[src/rtl/lsu_stage.sv]
// lsu_stage -- load/store unit pipeline stage between EXE_MEM and MEM_WB.
//
// Purpose:
//   Accepts one instruction at a time from EXE_MEM (valid/ready). Non-memory
//   instructions are passed to MEM_WB after one cycle. Loads and stores are
//   issued on a simple request/response bus. The FSM walks IDLE -> REQ -> WAIT.
//   On completion, the result is registered toward MEM_WB. For loads, the
//   byte or halfword is extracted and sign- or zero-extended.
//
// Ports:
//   clk, reset            clock, synchronous active-low reset
//   mem_out_valid/ready   upstream handshake (EXE_MEM -> LSU)
//   mem_in_valid/ready    downstream handshake (LSU -> MEM_WB)
//   alu_result            effective address / ALU result
//   store_data_M          store source data (rs2)
//   wdata_gpr_M           writeback data for non-load instructions
//   sram_read_write_M     00 none, 01 load, 10 store, 11 none
//   Mem_Mask_M            funct3 access size/sign
//   Gpr_*/Csr_*_M -> _W   control fields, registered toward MEM_WB
//   req_* / rsp_*         memory bus (word-aligned address, byte strobes)
//   wdata_gpr_W           final GPR writeback data
//   mem_busy              high while a bus transaction is outstanding
//   mem_fw_data           forwarding copy of wdata_gpr_W
//   misalign_err          (only with YSYX_24100006_LSU_MISALIGN_CHK_EN)
//                         flags a misaligned access completed without a bus cycle
//
// Configuration macro: YSYX_24100006_LSU_MISALIGN_CHK_EN
//   When defined, misaligned halfword/word accesses bypass the bus.
//   When undefined, misaligned accesses are issued with truncated byte lanes.

module lsu_stage (
  input  logic        clk,
  input  logic        reset,
  input  logic        mem_out_valid,
  output logic        mem_out_ready,
  output logic        mem_in_valid,
  input  logic        mem_in_ready,
  input  logic [31:0] alu_result,
  input  logic [31:0] store_data_M,
  input  logic [31:0] wdata_gpr_M,
  input  logic [1:0]  sram_read_write_M,
  input  logic [2:0]  Mem_Mask_M,
  input  logic        Gpr_Write_M,
  input  logic [3:0]  Gpr_Write_Addr_M,
  input  logic        Csr_Write_M,
  input  logic [11:0] Csr_Write_Addr_M,
  input  logic [31:0] wdata_csr_M,
  output logic        Gpr_Write_W,
  output logic [3:0]  Gpr_Write_Addr_W,
  output logic        Csr_Write_W,
  output logic [11:0] Csr_Write_Addr_W,
  output logic [31:0] wdata_csr_W,
  output logic        req_valid,
  input  logic        req_ready,
  output logic        req_wen,
  output logic [31:0] req_addr,
  output logic [31:0] req_wdata,
  output logic [3:0]  req_wstrb,
  input  logic        rsp_valid,
  input  logic [31:0] rsp_rdata,
  output logic [31:0] wdata_gpr_W,
  output logic        mem_busy,
  output logic [31:0] mem_fw_data
`ifdef YSYX_24100006_LSU_MISALIGN_CHK_EN
  ,
  output logic        misalign_err
`endif
);

  typedef enum logic [1:0] {
    IDLE = 2'd0,
    REQ  = 2'd1,
    WAIT = 2'd2
  } state_t;

  state_t state;

  // Instruction latched while the bus transaction is outstanding.
  logic        pend_load;
  logic [1:0]  pend_off;
  logic [2:0]  pend_mask;
  logic [31:0] pend_wdata_gpr;
  logic        pend_gpr_write;
  logic [3:0]  pend_gpr_addr;
  logic        pend_csr_write;
  logic [11:0] pend_csr_addr;
  logic [31:0] pend_wdata_csr;

  logic        is_load;
  logic        is_store;
  logic        is_mem;
  logic        accept;
  logic        drain;
  logic        misaligned;
  logic [1:0]  size;
  logic [1:0]  off;
  logic [3:0]  strb_base;
  logic [3:0]  lane_strb;
  logic [31:0] lane_wdata;
  logic [7:0]  rsp_byte;
  logic [15:0] rsp_half;
  logic [31:0] load_data;

  // Accept only when idle and the output register is empty or draining now.
  assign mem_out_ready = (state == IDLE) && (!mem_in_valid || mem_in_ready);
  assign accept        = mem_out_valid && mem_out_ready;
  assign drain         = mem_in_valid && mem_in_ready;

  assign is_load  = (sram_read_write_M == 2'b01);
  assign is_store = (sram_read_write_M == 2'b10);
  assign is_mem   = is_load || is_store;

  // funct3[1:0]: 00 byte, 01 half, 1x word.
  // This makes 011/110/111 fall into the word case.
  assign size = Mem_Mask_M[1:0];
  assign off  = alu_result[1:0];

`ifdef YSYX_24100006_LSU_MISALIGN_CHK_EN
  assign misaligned = is_mem && (((size == 2'b01) && off[0]) ||
                                 (size[1] && (off != 2'b00)));
`else
  assign misaligned = 1'b0;
`endif

  // Byte strobes. Shifting into a 4-bit result drops lanes past byte 3.
  // A halfword at offset 3 therefore only enables lane 3.
  always_comb begin
    case (size)
      2'b00:   strb_base = 4'b0001;
      2'b01:   strb_base = 4'b0011;
      default: strb_base = 4'b1111;
    endcase
  end

  assign lane_strb = size[1] ? 4'b1111 : (strb_base << off);

  // Store data replicated into every lane.
  // The strobes then select the lanes that are actually written.
  genvar gi;
  for (gi = 0; gi < 4; gi++) begin : g_lane
    assign lane_wdata[gi*8 +: 8] =
      (size == 2'b00) ? store_data_M[7:0] :
      (size == 2'b01) ? store_data_M[(gi % 2)*8 +: 8] :
                        store_data_M[gi*8 +: 8];
  end

  // Load extraction from the response word.
  // The upper byte of a halfword at offset 3 lies outside the word and reads as zero.
  assign rsp_byte = rsp_rdata[{pend_off, 3'b000} +: 8];

  always_comb begin
    case (pend_off)
      2'd0:    rsp_half = rsp_rdata[15:0];
      2'd1:    rsp_half = rsp_rdata[23:8];
      2'd2:    rsp_half = rsp_rdata[31:16];
      default: rsp_half = {8'h00, rsp_rdata[31:24]};
    endcase
  end

  always_comb begin
    case (pend_mask)
      3'b000:  load_data = {{24{rsp_byte[7]}}, rsp_byte};
      3'b001:  load_data = {{16{rsp_half[15]}}, rsp_half};
      3'b100:  load_data = {24'h000000, rsp_byte};
      3'b101:  load_data = {16'h0000, rsp_half};
      default: load_data = rsp_rdata;
    endcase
  end

  assign mem_busy    = (state != IDLE);
  assign mem_fw_data = wdata_gpr_W;

  always_ff @(posedge clk) begin
    if (!reset) begin
      state            <= IDLE;
      mem_in_valid     <= 1'b0;
      req_valid        <= 1'b0;
      req_wen          <= 1'b0;
      req_addr         <= 32'h0;
      req_wdata        <= 32'h0;
      req_wstrb        <= 4'h0;
      wdata_gpr_W      <= 32'h0;
      Gpr_Write_W      <= 1'b0;
      Gpr_Write_Addr_W <= 4'h0;
      Csr_Write_W      <= 1'b0;
      Csr_Write_Addr_W <= 12'h0;
      wdata_csr_W      <= 32'h0;
      pend_load        <= 1'b0;
      pend_off         <= 2'b00;
      pend_mask        <= 3'b000;
      pend_wdata_gpr   <= 32'h0;
      pend_gpr_write   <= 1'b0;
      pend_gpr_addr    <= 4'h0;
      pend_csr_write   <= 1'b0;
      pend_csr_addr    <= 12'h0;
      pend_wdata_csr   <= 32'h0;
`ifdef YSYX_24100006_LSU_MISALIGN_CHK_EN
      misalign_err     <= 1'b0;
`endif
    end else begin
      // Drain first. A completion later in this block overrides it.
      // This lets a drain and a new accept happen in the same cycle.
      if (drain) begin
        mem_in_valid <= 1'b0;
`ifdef YSYX_24100006_LSU_MISALIGN_CHK_EN
        misalign_err <= 1'b0;
`endif
      end

      case (state)
        IDLE: begin
          if (accept) begin
            if (is_mem && !misaligned) begin
              state          <= REQ;
              req_valid      <= 1'b1;
              req_wen        <= is_store;
              req_addr       <= {alu_result[31:2], 2'b00};
              req_wstrb      <= is_store ? lane_strb : 4'h0;
              req_wdata      <= is_store ? lane_wdata : 32'h0;
              pend_load      <= is_load;
              pend_off       <= off;
              pend_mask      <= Mem_Mask_M;
              pend_wdata_gpr <= wdata_gpr_M;
              pend_gpr_write <= Gpr_Write_M;
              pend_gpr_addr  <= Gpr_Write_Addr_M;
              pend_csr_write <= Csr_Write_M;
              pend_csr_addr  <= Csr_Write_Addr_M;
              pend_wdata_csr <= wdata_csr_M;
            end else begin
              // Single-cycle path: non-memory ops, and trapped misaligned ops.
              mem_in_valid     <= 1'b1;
              wdata_gpr_W      <= wdata_gpr_M;
              Gpr_Write_W      <= Gpr_Write_M && !misaligned;
              Gpr_Write_Addr_W <= Gpr_Write_Addr_M;
              Csr_Write_W      <= Csr_Write_M;
              Csr_Write_Addr_W <= Csr_Write_Addr_M;
              wdata_csr_W      <= wdata_csr_M;
`ifdef YSYX_24100006_LSU_MISALIGN_CHK_EN
              misalign_err     <= misaligned;
`endif
            end
          end
        end

        REQ: begin
          if (req_ready) begin
            req_valid <= 1'b0;
            state     <= WAIT;
          end
        end

        WAIT: begin
          // The output register is always empty here.
          // Accepting this instruction required it to be draining.
          if (rsp_valid) begin
            state            <= IDLE;
            mem_in_valid     <= 1'b1;
            wdata_gpr_W      <= pend_load ? load_data : pend_wdata_gpr;
            Gpr_Write_W      <= pend_gpr_write;
            Gpr_Write_Addr_W <= pend_gpr_addr;
            Csr_Write_W      <= pend_csr_write;
            Csr_Write_Addr_W <= pend_csr_addr;
            wdata_csr_W      <= pend_wdata_csr;
`ifdef YSYX_24100006_LSU_MISALIGN_CHK_EN
            misalign_err     <= 1'b0;
`endif
          end
        end

        default: state <= IDLE;
      endcase
    end
  end

endmodule

[config.mk]
export PLATFORM = sky130hd
export DESIGN_NAME = lsu_stage
export DESIGN_NICKNAME = d
export VERILOG_FILES = /design/src/rtl/lsu_stage.sv
export SDC_FILE = /design/constraint.sdc
export NUM_CORES = 1
export LEC_CHECK = 0
export ABC_AREA = 1
export BUFFER_PORTS_ARGS = -buffer_cell sky130_fd_sc_hd__buf_2
export CAP_MARGIN = 25
export CELL_PAD_IN_SITES_DETAIL_PLACEMENT = 2
export CELL_PAD_IN_SITES_GLOBAL_PLACEMENT = 2
export CORE_MARGIN = 4
export CORE_UTILIZATION = 25
export CTS_BUF_LIST = sky130_fd_sc_hd__clkbuf_4
export CTS_CLUSTER_DIAMETER = 60
export DETAILED_ROUTE_END_ITERATION = 6
export MAX_ROUTING_LAYER = met4
export PLACE_DENSITY_LB_ADDON = 0.25
export SLEW_MARGIN = 10
export SYNTH_ARGS = -nofsm -noshare
export SYNTH_HDL_FRONTEND = slang
export SYNTH_SLANG_ARGS = --single-unit
[constraint.sdc]
create_clock -name clk -period 1.68 [get_ports clk]
set_input_delay 0.336 -clock clk [delete_from_list [all_inputs] [get_ports clk]]
set_output_delay 0.336 -clock clk [all_outputs]
set_load 0.01 [all_outputs]
==> impl_metrics.env, run 1 <==
export IMPL_grt_pass1_vias=14400
export IMPL_clk_latency_ns=0.76
export IMPL_crit_path_start_kind="register"
export IMPL_path_class="register to output port"
export IMPL_cts_buffers=75
export IMPL_num_rows=75
export IMPL_drt_initial_drc_count=489
export IMPL_grt_ovfl_total=0
export IMPL_worstHoldStart="rsp_rdata[6]"
export IMPL_finalClockSkew_ns=0.0444
export IMPL_die_w_um=215
export IMPL_maxSlewHeadroom_pct=66.9
export IMPL_via_per_inst=4.96
export IMPL_final_hold_viol_count=0
export IMPL_syn_inst=1525
export IMPL_synth_seq_area_share_pct=45.0
export IMPL_yosysWarnings=0
export IMPL_antenna_found_initial=10
export IMPL_start_util_pct=25.4
export IMPL_worstPathMaxFanout=2
export IMPL_first_pass_iters=4
export IMPL_r2r_setup_slack_ns=-0.03
export IMPL_syn_to_final_growth_pct=57.8
export IMPL_finalCriticalPeriod_ns=1.93
export IMPL_cts_root_buf="clkbuf_4"
export IMPL_power_leakage_nw=7.71
export IMPL_hold_end="mem_fw_data[6]"
export IMPL_grt_usage_pct=22.6
export IMPL_ys_flop_type="dfxtp_1"
export IMPL_max_cap_violations=0
export IMPL_grt_pass1_wl_um=81100
export IMPL_r2r_end="req_wdata[20]"
export IMPL_drv_slew=0
export IMPL_setup_tns_ns=-0.605
export IMPL_final_layout_size_suffix_gt1_share_pct=35.2
export IMPL_die_height_um=215
export IMPL_path_clk_slew_ns=0.06
export IMPL_r2r_cells=9
export IMPL_critPathBufInv=3
export IMPL_ioPinCount=376
export IMPL_place_gp_congestion=0.831
export IMPL_cts_tree="built"
export IMPL_cp_end_kind="output port"
export IMPL_fp_dieArea_um2=46300
export IMPL_ant_nets=0
export IMPL_num_vias=13200
export IMPL_max_stage_delay_ns=0.34
export IMPL_synth_seq_cells=241
export IMPL_min_path_cells=7
export IMPL_cts_sinks=241
export IMPL_power_density_nw_per_um2=984
export IMPL_status="finished, violations left"
export IMPL_synthArstFlopShare_pct=0
export IMPL_crit_family="flip-flops"
export IMPL_irDropWorstVdd_mv=0.586
export IMPL_routed_wl_um=58000
export IMPL_hold_class="input port to register"
export IMPL_cp_required_ns=1.34
export IMPL_coreArea_um2=42200
export IMPL_synth_edf_count=0
export IMPL_arrival_ns=1.60
export IMPL_instances_no_fill=2667
export IMPL_setup_viol=13
export IMPL_finalCritPeriodShare_pct=115
export IMPL_netlist_area_um2=10700
export IMPL_fmaxAchievable_mhz=517
export IMPL_synth_cell_types=29
export IMPL_synth_commonest_cells="nand2_1 (341), dfxtp_1 (241), o21ai_0 (213), nor2_1 (176), a21oi_1 (169)"
export IMPL_rsz0062_at_grt="true"
export IMPL_violations="setup timing"
export IMPL_dp_hpwl_um=34700
export IMPL_path_cells="nor2_4 -> inv_2 -> buf_6 -> nor2_4 -> buf_6"
export IMPL_drcViolationCount=0
export IMPL_clock_path_buffers=3
export IMPL_layout_setup_ws_ns=-0.254
export IMPL_synth_top_area_cell="dfxtp_1"
export IMPL_worst_slew_pin_slew_ns=0.491
export IMPL_avgSynthCellArea_um2=7.03
export IMPL_wl_per_cell_um=21.7
export IMPL_post_synth_top_area_fraction_pct=45.0
export IMPL_yosysMostFrequentCell="nand2_1"
export IMPL_htree_num_levels=3
export IMPL_final_nets=2265
export IMPL_numPortBuffers=373
export IMPL_r2r_start="state[0]"
export IMPL_dp_cells=2348
export IMPL_slowest_stage="dfxtp_2"
export IMPL_ys_top_cells_by_area="dfxtp_1 (45%), nand2_1 (12%), o21ai_0 (9.9%)"
export IMPL_grt_start_max_net_pins=58
power by group:
| part | internal [mW] | switching (mW) |
|---|---|---|
| logic | 1.73 | 2.36 |
| clock network | 3.09 | 2.83 |
| registers | 6.29 | 0.365 |
cell usage in the layout, fill, tap and decap left out, types with 2 or more instances in the layout:
master,netlist,final
diode_2,0,11
clkinv_1,1,14
o21ai_2,0,21
dlygate4sd3_1,0,156
dfxtp_4,0,4
nor2_2,3,4
ha_1,2,2
conb_1,1,2
clkbuf_16,0,12
a31oi_1,50,50
clkbuf_4,0,103
o21ai_0,213,127
inv_1,68,67
buf_12,0,22
buf_4,40,53
dfxtp_2,0,54
dfxtp_1,241,183
o211ai_1,24,24
nand2_2,1,11
buf_6,2,15
nand3_1,58,57
nor2_1,176,170
nor2_4,2,7
o21ai_1,2,67
buf_16,0,3
nand2_1,341,312
or2_2,8,8
nand2_4,1,20
clkinvlp_4,0,2
bufinv_16,0,2
a21oi_1,169,138
buf_8,0,5
a21oi_2,0,30
buf_2,39,354
inv_2,8,6
per-layer routing:
layer	wire length [um]	GRT usage, %	vias up	part of all wire [%]
li1	-	-	6152	-
met1	23000	24.1	6583	40
met2	30000	40.1	364	52
met3	3150	6.26	125	5.4
met4	1880	8.22	0	3.2
met5	0	-	-	0
final cells by class:
class,count,area [um2]
Fill cell,4874,25300
Sequential cell,241,4910
Clock inverter,18,133
Antenna cell,11,27.5
Multi-Input combinational cell,1058,5290
Clock buffer,102,766
Inverter,77,325
Timing Repair Buffer,621,4810
Tap cell,539,674
kinds of logic after synthesis:
logic type | Yosys count | share of synthesized area (%)
AOI/OAI and AO/OA | 460 | 22.7
DFF | 241 | 45.0
adders and majority gates | 2 | 0.233
buffers and inverters | 228 | 9.97
and+or+nand+nor | 593 | 22.1
other | 1 | 0.0350
state kept, by name, summed over array words and instances, names as in the netlist, 12 cells and up:
register / count
pend_wdata_csr: 32
req_addr: 30
mem_fw_data: 32
pend_csr_addr: 12
Csr_Write_Addr_W: 12
wdata_csr_W: 32
req_wdata: 32
pend_wdata_gpr: 32
per-stage QoR:
step / hold WS [ns] / setup slack (ns) / total power [mW] / utilization (%) / cell area, um2
finish: 0.0830 / -0.254 / 16.7 / 40.1 / 16900
global route: 0.0430 / -0.426 / 17.7 / 40.1 / 16900
CTS: 0.00510 / -0.381 / 16.3 / 37.3 / 15800
detailed placement: 0.439 / -0.309 / 9.96 / 31.3 / 13200
global placement: 0.430 / -0.232 / 9.83 / 31.3 / 13200
floorplan: 0.424 / 0.0248 / 8.42 / - / 10700
worst register-to-register path, cell delays in order, from the launching register on:
cell and delay (ns):
dfxtp_2 0.34, nor2_4 0.11, inv_2 0.06, nor3_4 0.27, nand2_8 0.13, nor2_4 0.16, buf_12 0.17, clkbuf_16 0.19
nand2_4 0.07, a21oi_4 0.16
timing repair:
item	4_1_cts	5_1_grt
gates cloned	0	21
buffers inserted	1	10
hold buffers	156	0
setup endpoints to repair	116	241
hold endpoints to repair	231	0
pin swaps	2	36
resized for setup	40	277
how the worst max path moves through the flow:
| stage | start | endpoint | slack [ns] | cells past startpoint |
|---|---|---|---|---|
| after floorplan | sram_read_write_M[0] | mem_fw_data[30] | 0.02 | 10 |
| after global placement | sram_read_write_M[0] | mem_fw_data[4] | -0.23 | 10 |
| after detailed placement | sram_read_write_M[0] | mem_fw_data[2] | -0.31 | 10 |
| after CTS | state[0] | mem_out_ready | -0.38 | 5 |
| after global routing | state[0] | mem_out_ready | -0.43 | 5 |
| final | state[0] | mem_out_ready | -0.25 | 5 |
(Power assumes the default switching activity.)
==> run 2: changes to the inputs <==
- CORE_UTILIZATION: 25 -> 24
- CTS_BUF_LIST: sky130_fd_sc_hd__clkbuf_4 -> default
==> impl_metrics.env, run 2 (same netlist as run 1, synthesis figures left out) <==
export IMPL_fp_dieArea_um2=48100
export IMPL_power_leakage_nw=6.67
export IMPL_final_hold_viol_count=0
export IMPL_r2r_start="state[0]"
export IMPL_num_vias=11800
export IMPL_r2r_setup_slack_ns=-0.03
export IMPL_setup_viol=2
export IMPL_num_rows=77
export IMPL_start_util_pct=24.3
export IMPL_cts_sinks=241
export IMPL_r2r_end="req_wdata[21]"
export IMPL_cp_end_kind="register"
export IMPL_coreArea_um2=44200
export IMPL_wl_per_cell_um=19.5
export IMPL_grt_pass1_vias=12600
export IMPL_cts_tree="built"
export IMPL_place_gp_congestion=0.809
export IMPL_grt_ovfl_total=0
export IMPL_final_common_cell="buf_2"
export IMPL_finalClockSkew_ns=0.0122
export IMPL_final_layout_size_suffix_gt1_share_pct=29.7
export IMPL_grt_usage_pct=19.8
export IMPL_instances_no_fill=2481
export IMPL_first_pass_iters=4
export IMPL_grt_start_max_net_pins=69
export IMPL_die_height_um=219
export IMPL_power_density_nw_per_um2=1180
export IMPL_antenna_found_initial=11
export IMPL_crit_path_start_kind="register"
export IMPL_cts_buffers=36
export IMPL_r2r_cells=8
export IMPL_fillerInstances=5172
export IMPL_violations="setup timing"
export IMPL_max_cap_violations=0
export IMPL_worstPathMaxFanout=18
export IMPL_grt_pass1_wl_um=72900
export IMPL_clock_path_buffers=3
export IMPL_pre_cts_slack_ns=-0.304
export IMPL_drt_initial_drc_count=475
export IMPL_worstHoldStart="alu_result[6]"
export IMPL_routed_wl_um=48400
export IMPL_arrival_ns=2.16
export IMPL_htree_num_levels=2
export IMPL_cp_required_ns=2.13
export IMPL_critPathLaunch="state[0]"
export IMPL_dp_hpwl_um=34500
export IMPL_hold_class="input port to register"
export IMPL_ioPinCount=376
export IMPL_whs_ns=0.0562
export IMPL_endpoint="req_wdata[21]"
export IMPL_via_per_inst=4.74
export IMPL_rsz0062_at_grt="true"
export IMPL_syn_to_final_growth_pct=38.4
export IMPL_finalCritPeriodShare_pct=102
export IMPL_path_clk_slew_ns=0.06
export IMPL_cts_root_buf="clkbuf_16"
export IMPL_final_nets=2044
export IMPL_path_class="register to register"
export IMPL_die_w_um=219
export IMPL_fmaxAchievable_mhz=584
export IMPL_layout_setup_ws_ns=-0.0322
export IMPL_irDropWorstVdd_mv=0.527
export IMPL_drcViolationCount=0
export IMPL_setup_tns_ns=-0.0446
export IMPL_drv_slew=0
export IMPL_status="finished, violations left"
export IMPL_dp_cells=2402
export IMPL_numPortBuffers=373
export IMPL_clk_latency_ns=0.53
export IMPL_finalCriticalPeriod_ns=1.71
export IMPL_ant_nets=0
export IMPL_layout_common_cells="buf_2 (371), nand2_1 (338), dfxtp_1 (236)"
[run 2: cell types whose count changed in the layout (fill, tap and decap cells not counted), moves of 31 or more]
cell / previous run / this run
clkbuf_4: 103 / 0
o21ai_0: 127 / 178
dlygate4sd3_1: 156 / 0
dfxtp_2: 54 / 5
o21ai_1: 67 / 36
dfxtp_1: 183 / 236
[run 2: final cells by class]
class / instances / area [um2] / share of cell area, %
Multi-Input combinational cell: 1057 / 4970 / 33.5
Tap cell: 592 / 741 / 4.99
Antenna cell: 11 / 27.5 / 0.185
Sequential cell: 241 / 4830 / 32.5
Clock inverter: 15 / 163 / 1.10
Timing Repair Buffer: 440 / 2780 / 18.7
Clock buffer: 48 / 1040 / 6.98
Inverter: 77 / 294 / 1.98
[run 2: critical path, stage by stage, from the launching register on]
cell and delay (ns):
dfxtp_2 0.33, nor2_4 0.11, inv_2 0.06, nor3_4 0.23
nand2_8 0.13, nor2_4 0.29, clkbuf_16 0.25, nand2_1 0.06
a21oi_1 0.16
[run 2: timing repair]
item | 4_1_cts | 5_1_grt
setup endpoints to repair | 13 | 40
endpoints found under the hold margin | 0 | 0
resized for setup | 16 | 65
gates cloned | 0 | 4
pin swaps | 2 | 3
buffers inserted | 0 | 1
hold buffers | 0 | 0
[run 2: where the power goes]
| part | internal, mW | switching, mW | total (mW) |
|---|---|---|---|
| Sequential | 6.26 | 0.335 | 6.60 |
| Clock | 4.66 | 2.89 | 7.55 |
| Combinational | 1.31 | 2.02 | 3.33 |
[run 2: through the flow]
step | area, um2 | utilization (%) | power (mW)
after floorplan | 10700 | - | 8.42
after global placement | 13300 | 30.2 | 9.85
after detailed placement | 13300 | 30.2 | 9.97
after CTS | 14600 | 33.0 | 17.7
after global routing | 14800 | 33.6 | 18.5
final | 14800 | 33.6 | 17.5
[run 2: metal layers]
metal / track usage, % / vias up / wire length, um
li1: - / 5685 / -
met1: 23.3 / 5734 / 20600
met2: 33.4 / 272 / 23800
met3: 5.26 / 64 / 3070
met4: 5.39 / 0 / 980
met5: - / - / 0
[run 2: worst min-delay path by stage]
| stage | to | cells after the start |
|---|---|---|
| 3_5_place_dp | pend_wdata_csr[26] | 2 |
| 5_1_grt | req_addr[31] | 3 |
| 4_1_cts | req_addr[6] | 3 |
| 3_3_place_gp | pend_wdata_csr[8] | 2 |
| 6_report | req_addr[6] | 3 |
| 2_1_floorplan | pend_csr_addr[0] | 2 |
